`src/rtl/univ_shift_reg_seq.sv`:
```
// univ_shift_reg_seq
//   Parametrised universal shift register with a built-in shift sequencer.
//   Supports hold, shift right/left, parallel load, rotate right/left,
//   arithmetic shift right and bit reverse. A START command runs a shift
//   mode automatically for CNT edges and reports BUSY and DONE.
//
// Parameters
//   WIDTH  register width in bits (>= 2)
//   CNT_W  width of the shift-count input
//
// Ports
//   CP     in   clock, rising edge
//   CR_    in   asynchronous active-low reset
//   EN     in   single-step enable (IDLE only)
//   MODE   in   operation select
//   Sr     in   serial in, enters MSB on shift right
//   Sl     in   serial in, enters LSB on shift left
//   D      in   parallel load data
//   START  in   begin auto-run of MODE for CNT shifts (IDLE only)
//   CNT    in   auto-run shift count
//   ABORT  in   stop auto-run immediately
//   Q      out  register contents
//   SO_R   out  Q[0], the bit leaving on the next right shift
//   SO_L   out  Q[WIDTH-1], the bit leaving on the next left shift
//   BUSY   out  auto-run in progress (registered)
//   DONE   out  one-cycle pulse when an auto-run finishes (registered)
module univ_shift_reg_seq #(
  parameter int unsigned WIDTH = 8,
  parameter int unsigned CNT_W = 4
) (
  input  logic             CP,
  input  logic             CR_,
  input  logic             EN,
  input  logic [2:0]       MODE,
  input  logic             Sr,
  input  logic             Sl,
  input  logic [WIDTH-1:0] D,
  input  logic             START,
  input  logic [CNT_W-1:0] CNT,
  input  logic             ABORT,
  output logic [WIDTH-1:0] Q,
  output logic             SO_R,
  output logic             SO_L,
  output logic             BUSY,
  output logic             DONE
);

  typedef enum logic [2:0] {
    OP_HOLD = 3'b000,
    OP_SHR  = 3'b001,
    OP_SHL  = 3'b010,
    OP_LOAD = 3'b011,
    OP_ROR  = 3'b100,
    OP_ROL  = 3'b101,
    OP_ASR  = 3'b110,
    OP_REV  = 3'b111
  } op_e;

  typedef enum logic {
    ST_IDLE,
    ST_RUN
  } state_e;

  localparam logic [CNT_W-1:0] CNT_ONE = CNT_W'(1);

  state_e           state;
  op_e              run_op;
  logic [CNT_W-1:0] remaining;

  op_e              mode_op;
  op_e              active_op;
  logic [WIDTH-1:0] q_next;
  logic [WIDTH-1:0] q_rev;

  function automatic logic is_shift(input op_e op);
    return (op == OP_SHR) || (op == OP_SHL) || (op == OP_ROR) ||
           (op == OP_ROL) || (op == OP_ASR);
  endfunction

  assign mode_op = op_e'(MODE);

  // While running, the mode latched at START drives the datapath so that
  // MODE changes on the port cannot disturb an auto-run in flight.
  assign active_op = (state == ST_RUN) ? run_op : mode_op;

  for (genvar i = 0; i < WIDTH; i++) begin : g_rev
    assign q_rev[i] = Q[WIDTH-1-i];
  end

  always_comb begin
    q_next = Q;
    case (active_op)
      OP_HOLD: q_next = Q;
      OP_SHR:  q_next = {Sr, Q[WIDTH-1:1]};
      OP_SHL:  q_next = {Q[WIDTH-2:0], Sl};
      OP_LOAD: q_next = D;
      OP_ROR:  q_next = {Q[0], Q[WIDTH-1:1]};
      OP_ROL:  q_next = {Q[WIDTH-2:0], Q[WIDTH-1]};
      OP_ASR:  q_next = {Q[WIDTH-1], Q[WIDTH-1:1]};
      OP_REV:  q_next = q_rev;
      default: q_next = Q;
    endcase
  end

  assign SO_R = Q[0];
  assign SO_L = Q[WIDTH-1];

  // The first shift of an auto-run happens on the START edge itself, so
  // `remaining` counts the shifts still owed after that edge. A START that
  // arrives on the run's final edge lands in ST_RUN and is therefore ignored.
  always_ff @(posedge CP or negedge CR_) begin
    if (!CR_) begin
      state     <= ST_IDLE;
      run_op    <= OP_HOLD;
      remaining <= '0;
      Q         <= '0;
      BUSY      <= 1'b0;
      DONE      <= 1'b0;
    end else begin
      DONE <= 1'b0;
      case (state)
        ST_IDLE: begin
          if (START) begin
            if (is_shift(mode_op) && (CNT != '0)) begin
              Q         <= q_next;
              run_op    <= mode_op;
              remaining <= CNT - CNT_ONE;
              if (CNT == CNT_ONE) begin
                DONE <= 1'b1;
              end else begin
                state <= ST_RUN;
                BUSY  <= 1'b1;
              end
            end else begin
              DONE <= 1'b1;
            end
          end else if (EN) begin
            Q <= q_next;
          end
        end
        ST_RUN: begin
          if (ABORT) begin
            state     <= ST_IDLE;
            BUSY      <= 1'b0;
            remaining <= '0;
          end else begin
            Q         <= q_next;
            remaining <= remaining - CNT_ONE;
            if (remaining == CNT_ONE) begin
              state <= ST_IDLE;
              BUSY  <= 1'b0;
              DONE  <= 1'b1;
            end
          end
        end
        default: begin
          state <= ST_IDLE;
          BUSY  <= 1'b0;
        end
      endcase
    end
  end

endmodule

```
`config.mk`:
```
export PLATFORM = sky130hd
export DESIGN_NAME = univ_shift_reg_seq
export DESIGN_NICKNAME = d
export VERILOG_FILES = /design/src/rtl/univ_shift_reg_seq.sv
export SDC_FILE = /design/constraint.sdc
export NUM_CORES = 1
export LEC_CHECK = 0
export ABC_AREA = 1
export BUFFER_PORTS_ARGS = -buffer_cell sky130_fd_sc_hd__buf_2
export CORE_AREA = 2 2 72 74
export CTS_BUF_LIST = sky130_fd_sc_hd__clkbuf_8
export CTS_CLUSTER_SIZE = 16
export DETAILED_ROUTE_END_ITERATION = 8
export DIE_AREA = 0 0 74 76
export HOLD_SLACK_MARGIN = 0.12
export MAX_ROUTING_LAYER = met4
export PLACE_DENSITY_LB_ADDON = 0.08
export SETUP_SLACK_MARGIN = 0.4
export SLEW_MARGIN = 25
export SYNTH_ARGS = -nofsm -noshare
export SYNTH_HDL_FRONTEND = slang
export SYNTH_SLANG_ARGS = --single-unit
```
`constraint.sdc`:
```
create_clock -name CP -period 1.92 [get_ports CP]
set_input_delay 0.192 -clock CP [delete_from_list [all_inputs] [get_ports CP]]
set_output_delay 0.192 -clock CP [all_outputs]
set_load 0.05 [all_outputs]
```
==> qor.yml, run 1 <==
run_status: "finished clean"
cp.required_ps: 2070
fillers: 578
maximum_number_of_pins_on_one_net_before_global_route_repair: 19
most_used_standard_cell_by_instance_count_after_synthesis: "sky130_fd_sc_hd__nand2_1"
critical_path.endpoint_type: "flip-flop"
cap_violations: 0
power_per_cell_area_nw_per_um2: 1310
worstSetupPathType: "reg2reg"
start_util_pct: 28.7
tightest_slew_ps: 450
vdd.ir_drop.worst_uv: 400
worst_r2r_startpoint: "state$_DFF_PN0_"
finalWorstSetupSlack_ps: 513
post-place-ws_ps: 354
p_leak_nw: 0.982
post_synth_num_cell_types: 25
yosys.area_share.xor_xnor_pct: 0.621
seq_area_frac_synth_pct: 31.9
portbufs: 33
initial_antenna_violation_count: 0
fp.dieArea_um2: 5620
syn_area_um2: 1410
fin_area_um2: 1820
fin_crit_ps: 1410
detailed_place.area_um2: 1630
layout_cells_sized_above_1_pct: 28.3
synth_flop_cell: "sky130_fd_sc_hd__dfrtp_1"
fin_skew_ps: 4.30
die_h_um: 76
placementRows: 26
track_usage_pct: 14.2
clock_latency_ps: 260
die_w_um: 74
final-setup-viol-count: 0
ant_nets: 0
synth_area_leaders: "sky130_fd_sc_hd__dfrtp_1, sky130_fd_sc_hd__nand2_1, sky130_fd_sc_hd__inv_1"
grt_setup_unrepaired: "no"
worstSetupStartpointType: "flip-flop"
top_level_ports: 34
power.share.switching_pct: 53.2
synthCells: 218
route.detailed.wl_per_inst_um: 11.3
critPathLaunch: "state$_DFF_PN0_"
final-hold-violation-count: 0
route.vias.total: 1437
tritoncts: "done"
grt_pass1_vias: 1262
antenna_cells_inserted: 0
synth_cell_count_leaders: "sky130_fd_sc_hd__nand2_1, sky130_fd_sc_hd__inv_1, sky130_fd_sc_hd__nor2_1, sky130_fd_sc_hd__nand3_1, sky130_fd_sc_hd__dfrtp_1"
synth_compound_area_share_pct: 8.87
vias_per_cell: 4.38
synth_largest_area_cell: "sky130_fd_sc_hd__dfrtp_1"
synth-adder-area-share_pct: 3.55
place.detailed.hpwl_um: 2940
combinationalPowerShare_pct: 57.8
grt_first_pass_wirelength_um: 6060
grt_overflow_total: 0
drv_slew: 0
cts.sinks: 18
postRouteWirelength_um: 3720
synth_largest_type_area_fraction_pct: 31.9
ys_async_sr_fraction_pct: 100
slew_headroom_pct: 69.9
synth_mux_area_share_pct: 0
area_growth_syn_to_layout_pct: 28.8
number_of_h_tree_branching_levels: 1
finalNetCount: 285
arrival_ps: 1560
cts_made_buffers: 3
hold_path_end: "run_op[0]$_DFFE_PN0P_"
cts_root_buffer: "sky130_fd_sc_hd__clkbuf_8"
reg2reg_setup_slack_ps: 510
fin_hold_ws_ps: 183
core_area_um2: 4910
drt_first_pass_iters: 4
synth_simple_gate_area_share_pct: 42.3
r2r_cells: 8
synth_top_family_by_area: "simple AND/OR/NAND/NOR gates"
setup_total_negative_slack_ps: 0
min_delay_worst_type: "in2reg"
max_freq_ghz: 0.711
first_iter_violations: 109
seq_power_share_pct: 28.4
synth-edff-count: 0
synth.net_count: 244
holdCritStartpoint: "MODE[0]"
min_period_over_period_pct: 73.3
p_int_mw: 1.11
switchingPower_mw: 1.26
gp_congestion: 0.806
cts.path.max_buffers: 2
timing.hold.worst_path_depth: 3
clock_share_of_power_pct: 13.8
critical_path.reg2reg.endpoint: "Q[4]$_DFFE_PN0P_"
drc: 0
clkTransAtPathRegs_ps: 80
worstPathMaxFanout: 8
synth_area_per_cell_um2: 6.47
finalPower_mw: 2.37
synth-warning-count: 0
synth.ff_latch_count: 18
## routing by layer
layer	part of all wire [%]	GRT usage [%]	vias up
li1	-	-	750
met1	53	21.7	668
met2	44	19.4	17
met3	2.8	2.38	2
met4	0.67	3.27	0
met5	0	-	-
## metrics by stage
step	instances	util (%)
final	328	37.0
after global placement	318	33.2
after CTS	323	34.8
after floorplan	218	-
after global routing	328	37.0
after detailed placement	318	33.2
## worst max path at each step
stage / to / slack [ps] / depth (start not counted)
finish: Q[4]$_DFFE_PN0P_ / 510 / 8
global placement: Q[2]$_DFFE_PN0P_ / 330 / 11
global route: Q[5]$_DFFE_PN0P_ / 400 / 8
floorplan: Q[4]$_DFFE_PN0P_ / 560 / 10
detailed placement: Q[4]$_DFFE_PN0P_ / 350 / 11
CTS: Q[4]$_DFFE_PN0P_ / 400 / 9
## critical path: stages, from the launching register on
cell and delay, ps:
sky130_fd_sc_hd__dfrtp_2 420, sky130_fd_sc_hd__clkinv_4 90, sky130_fd_sc_hd__or2_4 290, sky130_fd_sc_hd__nand2_4 80, sky130_fd_sc_hd__nand2_4 70, sky130_fd_sc_hd__nor2_8 170, sky130_fd_sc_hd__inv_4 70, sky130_fd_sc_hd__nand2_1 60
sky130_fd_sc_hd__nand2_1 50
## logic make-up after synthesis
logic type | count (synthesis)
DFF | 18
buffers and inverters | 38
xor gates and xnor gates | 1
adders and majority gates | 4
AOI/OAI and AO/OA | 23
and+or+nand+nor | 134
## what timing repair did
item                       CTS  global route
setup endpoints to repair    9            10
hold endpoints to repair    18             0
pin swaps                    0             5
cloned                       0             1
buffers inserted             0             4
resized for setup            4            21
hold buffers                 1             0
## cell type report
type / count / area (um^2) / share of cell area (%)
clock buffer: 4 / 55.1 / 3.03
inverter: 33 / 131 / 7.23
multi-input combinational: 162 / 863 / 47.5
sequential: 18 / 452 / 24.8
tap: 70 / 87.6 / 4.82
timing repair buffer: 40 / 224 / 12.3
timing repair inverter: 1 / 5.00 / 0.275
## placed cells by master, fill, tap and decap left out, types with 2 or more instances in the layout
cell type                  netlist  layout
sky130_fd_sc_hd__nand2_1        75      66
sky130_fd_sc_hd__buf_2           0      33
sky130_fd_sc_hd__inv_1          29      29
sky130_fd_sc_hd__nor2_1         25      25
sky130_fd_sc_hd__nand3_1        21      20
sky130_fd_sc_hd__dfrtp_1        18      17
sky130_fd_sc_hd__o21ai_0        14      14
sky130_fd_sc_hd__nand2_2         5       9
sky130_fd_sc_hd__nand2_4         2       7
sky130_fd_sc_hd__buf_4           2       5
sky130_fd_sc_hd__ha_1            4       4
sky130_fd_sc_hd__clkbuf_8        0       4
sky130_fd_sc_hd__nand3_4         0       3
sky130_fd_sc_hd__a21oi_1         3       3
sky130_fd_sc_hd__inv_2           2       2
sky130_fd_sc_hd__o22ai_1         2       2
## flip-flops by register name, indices dropped and copies added, names as in the netlist
| signal | cells |
|---|---|
| remaining | 4 |
| Q | 8 |
| DONE | 1 |
| BUSY | 1 |
| state | 1 |
| run_op | 3 |
## power groups by stage
stage / Combinational, mW / Clock (mW) / Sequential, mW
2_1_floorplan: 0.739 / 0 / 0.922
3_3_place_gp: 1.28 / 0 / 0.680
3_5_place_dp: 1.27 / 0 / 0.675
4_1_cts: 1.28 / 0.342 / 0.670
5_1_grt: 1.52 / 0.361 / 0.701
6_report: 1.37 / 0.328 / 0.674
Note: power is estimated with default switching activity, not from simulation.
==> inputs of run 2 (changes only) <==
==> constraint.sdc (replaced) <==
create_clock -name CP -period 1.35 [get_ports CP]
set_input_delay 0.135 -clock CP [delete_from_list [all_inputs] [get_ports CP]]
set_output_delay 0.135 -clock CP [all_outputs]
set_load 0.05 [all_outputs]
==> qor.yml, run 2 (synthesis results as in run 1) <==
track_usage_pct: 15.8  # +1.6 points
placementRows: 26  # unchanged
cp.required_ps: 1500  # -570 ps
portbufs: 33  # unchanged
postRouteWirelength_um: 4060  # +9.3%
core_area_um2: 4910  # unchanged
cap_violations: 0  # unchanged
ant_nets: 0  # unchanged
area_growth_syn_to_layout_pct: 61.7
finalWorstSetupSlack_ps: -68.2  # -581 ps
route.vias.total: 1537  # +7.0%
layout.cells.most_common_list: "sky130_fd_sc_hd__nand2_1, sky130_fd_sc_hd__inv_1, sky130_fd_sc_hd__buf_4"
combinationalPowerShare_pct: 65.9  # +8.1 points
hold_path_end: "run_op[0]$_DFFE_PN0P_"
cts.sinks: 18  # unchanged
violations_in_the_final_reports: "setup timing"
final-hold-violation-count: 0  # unchanged
worst_r2r_startpoint: "state$_DFF_PN0_"
slew_headroom_pct: 69.4  # -0.50 points
fp.dieArea_um2: 5620  # unchanged
vdd.ir_drop.worst_uv: 719  # +80%
drv_slew: 0  # unchanged
min_period_over_period_pct: 105  # +32 points
drt_first_pass_iters: 4  # unchanged
seq_power_share_pct: 23.1  # -5.3 points
top_level_ports: 34  # unchanged
largest_reg_flops: 8  # unchanged
die_w_um: 74  # unchanged
holdCritStartpoint: "MODE[0]"
switchingPower_mw: 2.05  # +62%
start_util_pct: 28.7  # unchanged
cts_root_buffer: "sky130_fd_sc_hd__clkbuf_8"
grt_pass1_vias: 1574  # +25%
final-setup-viol-count: 9  # +9
arrival_ps: 1570  # about the same
reg2reg_setup_slack_ps: -70  # -580 ps
p_leak_nw: 1.20  # +23%
run_status: "complete, but fails checks"
timing.hold.worst_path_depth: 3  # unchanged
maximum_number_of_pins_on_one_net_before_global_route_repair: 19  # unchanged
tightest_slew_ps: 459  # +9.15 ps
gp_congestion: 0.767  # -4.8%
fin_crit_ps: 1420  # +11.2 ps
critical_path.endpoint_type: "flip-flop"
min_delay_worst_type: "in2reg"
grt_overflow_total: 0  # unchanged
fin_hold_ws_ps: 133  # -49.8 ps
fin_area_um2: 2280  # +26%
power_per_cell_area_nw_per_um2: 1850  # +42%
fillers: 506  # -12%
worstSetupPathType: "reg2reg"
antenna_cells_inserted: 0  # unchanged
max_freq_ghz: 0.705  # -0.79%
vias_per_cell: 4.32  # -1.5%
critical_path.reg2reg.endpoint: "Q[1]$_DFFE_PN0P_"
detailed_place.area_um2: 1780  # +9.2%
drc: 0  # unchanged
cts.path.max_buffers: 2  # unchanged
cts_made_buffers: 3  # unchanged
initial_antenna_violation_count: 0  # unchanged
multi_input_comb_area_um2: 997  # +16%
worstSetupStartpointType: "flip-flop"
clock_latency_ps: 260  # about the same
ff_latch_area_um2: 455  # +0.83%
layout_commonest_cell: "sky130_fd_sc_hd__nand2_1"
final_design_utilization_pct: 46.5  # +9.4 points
first_iter_violations: 76  # -30%
die_h_um: 76  # unchanged
registers.top_by_ff_count: "Q"
number_of_h_tree_branching_levels: 1  # unchanged
clkTransAtPathRegs_ps: 80  # about the same
place.detailed.hpwl_um: 2950  # +0.41%
p_int_mw: 2.18  # +96%
clock_share_of_power_pct: 11.0  # -2.8 points
grt_first_pass_wirelength_um: 6930  # +14%
r2r_cells: 9  # +1
worstPathMaxFanout: 6  # -2
layout_top_registers: "Q x8, remaining x4, run_op x3"
finalNetCount: 313  # +9.8%
fin_skew_ps: 4.41  # +0.110 ps
finalPower_mw: 4.23  # +78%
layout_cells_sized_above_1_pct: 43.4  # +15 points
tritoncts: "done"
power.share.switching_pct: 48.4  # -4.7 points
setup_total_negative_slack_ps: -375  # -375 ps
route.detailed.wl_per_inst_um: 11.4  # +0.66%
grt_setup_unrepaired: "yes"
-- run 2: cell types whose count changed in the layout (fill, tap and decap cells not counted), sizes merged --
cell	change
inv	-1
buf	+28
dlygate4sd3	+1
-- run 2: power groups by stage --
| stage | combinational (mW) | clock (mW) | sequential (mW) |
|---|---|---|---|
| after floorplan | 1.07 | 0 | 1.32 |
| after global placement | 1.97 | 0 | 0.964 |
| after detailed placement | 1.96 | 0 | 0.968 |
| after CTS | 2.62 | 0.491 | 0.976 |
| after global routing | 3.03 | 0.510 | 0.999 |
| final | 2.79 | 0.465 | 0.976 |
-- run 2: per-stage QoR --
stage	setup slack [ps]	std cells
floorplan	0.0902	218
CTS	-18.5	351
global route	-131	356
detailed placement	-202	336
global placement	-204	336
finish	-68.2	356
-- run 2: worst max path at each step --
stage	slack [ps]	cells past startpoint	end	from
after floorplan	0.09	10	Q[4]$_DFFE_PN0P_	state$_DFF_PN0_
after global placement	-200	9	Q[7]$_DFFE_PN0P_	state$_DFF_PN0_
after detailed placement	-200	8	Q[7]$_DFFE_PN0P_	state$_DFF_PN0_
after CTS	-20	8	Q[3]$_DFFE_PN0P_	state$_DFF_PN0_
after global routing	-130	8	Q[1]$_DFFE_PN0P_	state$_DFF_PN0_
final	-70	9	Q[1]$_DFFE_PN0P_	state$_DFF_PN0_
-- run 2: layer usage --
layer  part of all wire (%)  wire length (um)  vias up  GRT usage [%]
li1                       -                 -      811              -
met1                     47              1910      697           20.1
met2                     49              2000       27           25.8
met3                    3.0               122        2           1.98
met4                   0.62                25        0           4.91
met5                      0                 0        -              -
-- run 2: timing repair --
action	CTS	global route
pin swaps	21	15
setup endpoints to repair	30	29
setup buffers	9	5
hold buffers	2	0
gates resized for setup	74	23
endpoints found under the hold margin	19	0
-- run 2: layout make-up --
class	instances	area share (%)
multi-input cells	162	43.7
repair buffers	69	24.2
flip-flops and latches	18	20.0
inverters	33	5.87
well taps	70	3.84
clock buffers	4	2.41
-- run 2: critical path: stages (launching register included) --
cell and delay, ps:
sky130_fd_sc_hd__dfrtp_2 440, sky130_fd_sc_hd__buf_6 150, sky130_fd_sc_hd__nand2_4 60, sky130_fd_sc_hd__nand2_4 60, sky130_fd_sc_hd__buf_6 130, sky130_fd_sc_hd__nor2_4 150, sky130_fd_sc_hd__nor2_8 70, sky130_fd_sc_hd__buf_4 140
sky130_fd_sc_hd__nand2_1 60, sky130_fd_sc_hd__nand2_1 50
==> inputs of run 3 (changes only) <==
--- a/config.mk
+++ b/config.mk
@@ -12,7 +12,6 @@
 export CTS_CLUSTER_SIZE = 16
 export DETAILED_ROUTE_END_ITERATION = 8
 export DIE_AREA = 0 0 74 76
-export HOLD_SLACK_MARGIN = 0.12
 export MAX_ROUTING_LAYER = met4
 export PLACE_DENSITY_LB_ADDON = 0.08
 export SETUP_SLACK_MARGIN = 0.4
==> constraint.sdc (replaced) <==
create_clock -name CP -period 1.7 [get_ports CP]
set_input_delay 0.17 -clock CP [delete_from_list [all_inputs] [get_ports CP]]
set_output_delay 0.17 -clock CP [all_outputs]
set_load 0.05 [all_outputs]
==> qor.yml, run 3 (synthesis results as in run 1) <==
worstPathMaxFanout: 7  # +1
worst_r2r_startpoint: "state$_DFF_PN0_"
cts_root_buffer: "sky130_fd_sc_hd__clkbuf_8"
min_period_over_period_pct: 84.1  # -21 points
switchingPower_mw: 1.60  # -22%
track_usage_pct: 14.9  # -0.92 points
grt_overflow_total: 0  # unchanged
cts.sinks: 18  # unchanged
fin_crit_ps: 1430  # +10.7 ps
cap_violations: 0  # unchanged
initial_antenna_violation_count: 0  # unchanged
vdd.ir_drop.worst_uv: 638  # -11%
worstSetupStartpointType: "flip-flop"
cp.depth: 9  # unchanged
postRouteWirelength_um: 4030  # -0.64%
antenna_cells_inserted: 0  # unchanged
critPathLaunch: "state$_DFF_PN0_"
first_iter_violations: 65  # -14%
ff_latch_area_um2: 452  # -0.82%
power_per_cell_area_nw_per_um2: 1460  # -21%
tritoncts: "done"
core_area_um2: 4910  # unchanged
timing.critical_path.slowest_stage_cell: "sky130_fd_sc_hd__dfrtp_2"
clkTransAtPathRegs_ps: 80  # about the same
layout_cells_sized_above_1_pct: 38.9  # -4.5 points
reg2reg_setup_slack_ps: 270  # +340 ps
layout.cells.most_common_list: "sky130_fd_sc_hd__nand2_1, sky130_fd_sc_hd__buf_2, sky130_fd_sc_hd__inv_1"
registers.top_by_ff_count: "Q"
combinationalPowerShare_pct: 61.1  # -4.8 points
fp.dieArea_um2: 5620  # unchanged
die_w_um: 74  # unchanged
ant_nets: 0  # unchanged
grt_pass1_vias: 1366  # -13%
start_util_pct: 28.7  # unchanged
clock_share_of_power_pct: 12.3  # +1.3 points
top_level_ports: 34  # unchanged
placementRows: 26  # unchanged
slew_headroom_pct: 70.5  # +1.0 points
final-setup-viol-count: 0  # -9
layout_top_registers: "Q x8, remaining x4, run_op x3"
grt_first_pass_wirelength_um: 6440  # -7.0%
worstPathCellList: "buf_8 > nand2_4 > nand2_8 > o21ai_4 > inv_4 > nand2_1 > nand3_2 > nand2_1 > nand2_1"
setup_total_negative_slack_ps: 0  # +375 ps
final_design_utilization_pct: 41.8  # -4.6 points
route.vias.total: 1453  # -5.5%
critical-path-max-stage-delay_ps: 470  # +30 ps
critPathCapture: "Q[1]$_DFFE_PN0P_"
multi_input_comb_area_um2: 1040  # +3.9%
run_status: "finished clean"
power.share.switching_pct: 53.2  # +4.8 points
drc: 0  # unchanged
cp.required_ps: 1850  # +350 ps
p_int_mw: 1.41  # -36%
gp_congestion: 0.835  # +8.9%
maximum_number_of_pins_on_one_net_before_global_route_repair: 19  # unchanged
clock_latency_ps: 260  # about the same
critical_path_buf_inv_count: 2  # -1
cp_top_family: "flip-flops"
die_h_um: 76  # unchanged
fillers: 533  # +5.3%
portbufs: 33  # unchanged
finalNetCount: 292  # -6.7%
drt_first_pass_iters: 4  # unchanged
area_growth_syn_to_layout_pct: 45.6
largest_reg_flops: 8  # unchanged
cts_made_buffers: 3  # unchanged
vias_per_cell: 4.34  # +0.46%
seq_power_share_pct: 26.6  # +3.5 points
p_leak_nw: 1.11  # -8.0%
number_of_h_tree_branching_levels: 1  # unchanged
layout_commonest_cell: "sky130_fd_sc_hd__nand2_1"
critical_path.reg2reg.endpoint: "Q[1]$_DFFE_PN0P_"
drv_slew: 0  # unchanged
r2r_cells: 9  # unchanged
max_freq_ghz: 0.700  # -0.75%
fin_skew_ps: 5.81  # +1.40 ps
cts.path.max_buffers: 2  # unchanged
most_frequent_cell_on_critical_path: "sky130_fd_sc_hd__nand2_1"
critical_path.endpoint_type: "flip-flop"
arrival_ps: 1580  # about the same
final-hold-violation-count: 0  # unchanged
tightest_slew_ps: 443  # -15.5 ps
min_delay_worst_type: "in2reg"
place.detailed.hpwl_um: 2900  # -1.6%
grt_setup_unrepaired: "yes"
worstSetupPathType: "reg2reg"
route.detailed.wl_per_inst_um: 12.0  # +5.6%
-- run 3: cell count changes in the layout (fill, tap and decap cells not counted), sizes merged --
cell | previous run | this run
buf | 67 | 46
clkinv | 2 | 0
dlygate4sd3 | 2 | 1
inv | 31 | 34
-- run 3: per-layer routing --
layer	vias up	GRT usage (%)	routed length (um)
met4	0	2.73	25
met3	2	1.98	76
met1	668	20.6	1940
met2	12	23.4	1990
li1	771	-	-
met5	-	-	0
-- run 3: worst min-delay path by stage --
stage | startpoint | to | slack, ps | depth (start not counted)
2_1_floorplan | CR_ | BUSY$_DFFE_PN0P_ | -130 | 0
3_3_place_gp | CR_ | run_op[2]$_DFFE_PN0P_ | 160 | 1
3_5_place_dp | CR_ | run_op[2]$_DFFE_PN0P_ | 150 | 1
4_1_cts | MODE[2] | run_op[2]$_DFFE_PN0P_ | 160 | 3
5_1_grt | MODE[0] | run_op[0]$_DFFE_PN0P_ | 180 | 3
6_report | MODE[2] | run_op[2]$_DFFE_PN0P_ | 160 | 3
-- run 3: cell type report --
cell class,instances,area share (%)
Multi-Input combinational cell,162,50.4
Clock buffer,4,2.68
Timing Repair Buffer,47,13.8
Sequential cell,18,22.0
Tap cell,70,4.26
Inverter,33,6.52
Timing Repair inverter,1,0.305
-- run 3: power by group through the flow --
stage / Sequential, mW / Combinational [mW] / Clock [mW]
floorplan: 1.04 / 0.841 / 0
global placement: 0.774 / 1.46 / 0
detailed placement: 0.763 / 1.44 / 0
CTS: 0.773 / 1.66 / 0.386
global route: 0.824 / 2.01 / 0.403
finish: 0.798 / 1.84 / 0.370
-- run 3: stage by stage --
stage / setup WS (ps) / hold WS, ps / cell area (um^2) / cells / power, mW
finish: 271 / 160 / 2050 / 335 / 3.00
global route: 184 / 185 / 2050 / 335 / 3.24
CTS: 317 / 162 / 1910 / 330 / 2.82
detailed placement: 120 / 148 / 1640 / 318 / 2.20
global placement: 110 / 162 / 1640 / 318 / 2.23
floorplan: 350 / -126 / 1420 / 218 / 1.88
-- run 3: worst min-delay path, cell delays in order --
cell	delay (ps)
sky130_fd_sc_hd__buf_2	100
sky130_fd_sc_hd__nand2_1	50
sky130_fd_sc_hd__o21ai_0	60
-- run 3: timing repair --
item | 4_1_cts | 5_1_grt
gates cloned | 1 | 0
setup buffers | 6 | 5
endpoints found under the hold margin | 18 | 0
pin swaps | 24 | 11
hold buffers | 1 | 0
resized for setup | 38 | 31
endpoints found under the setup margin | 14 | 16
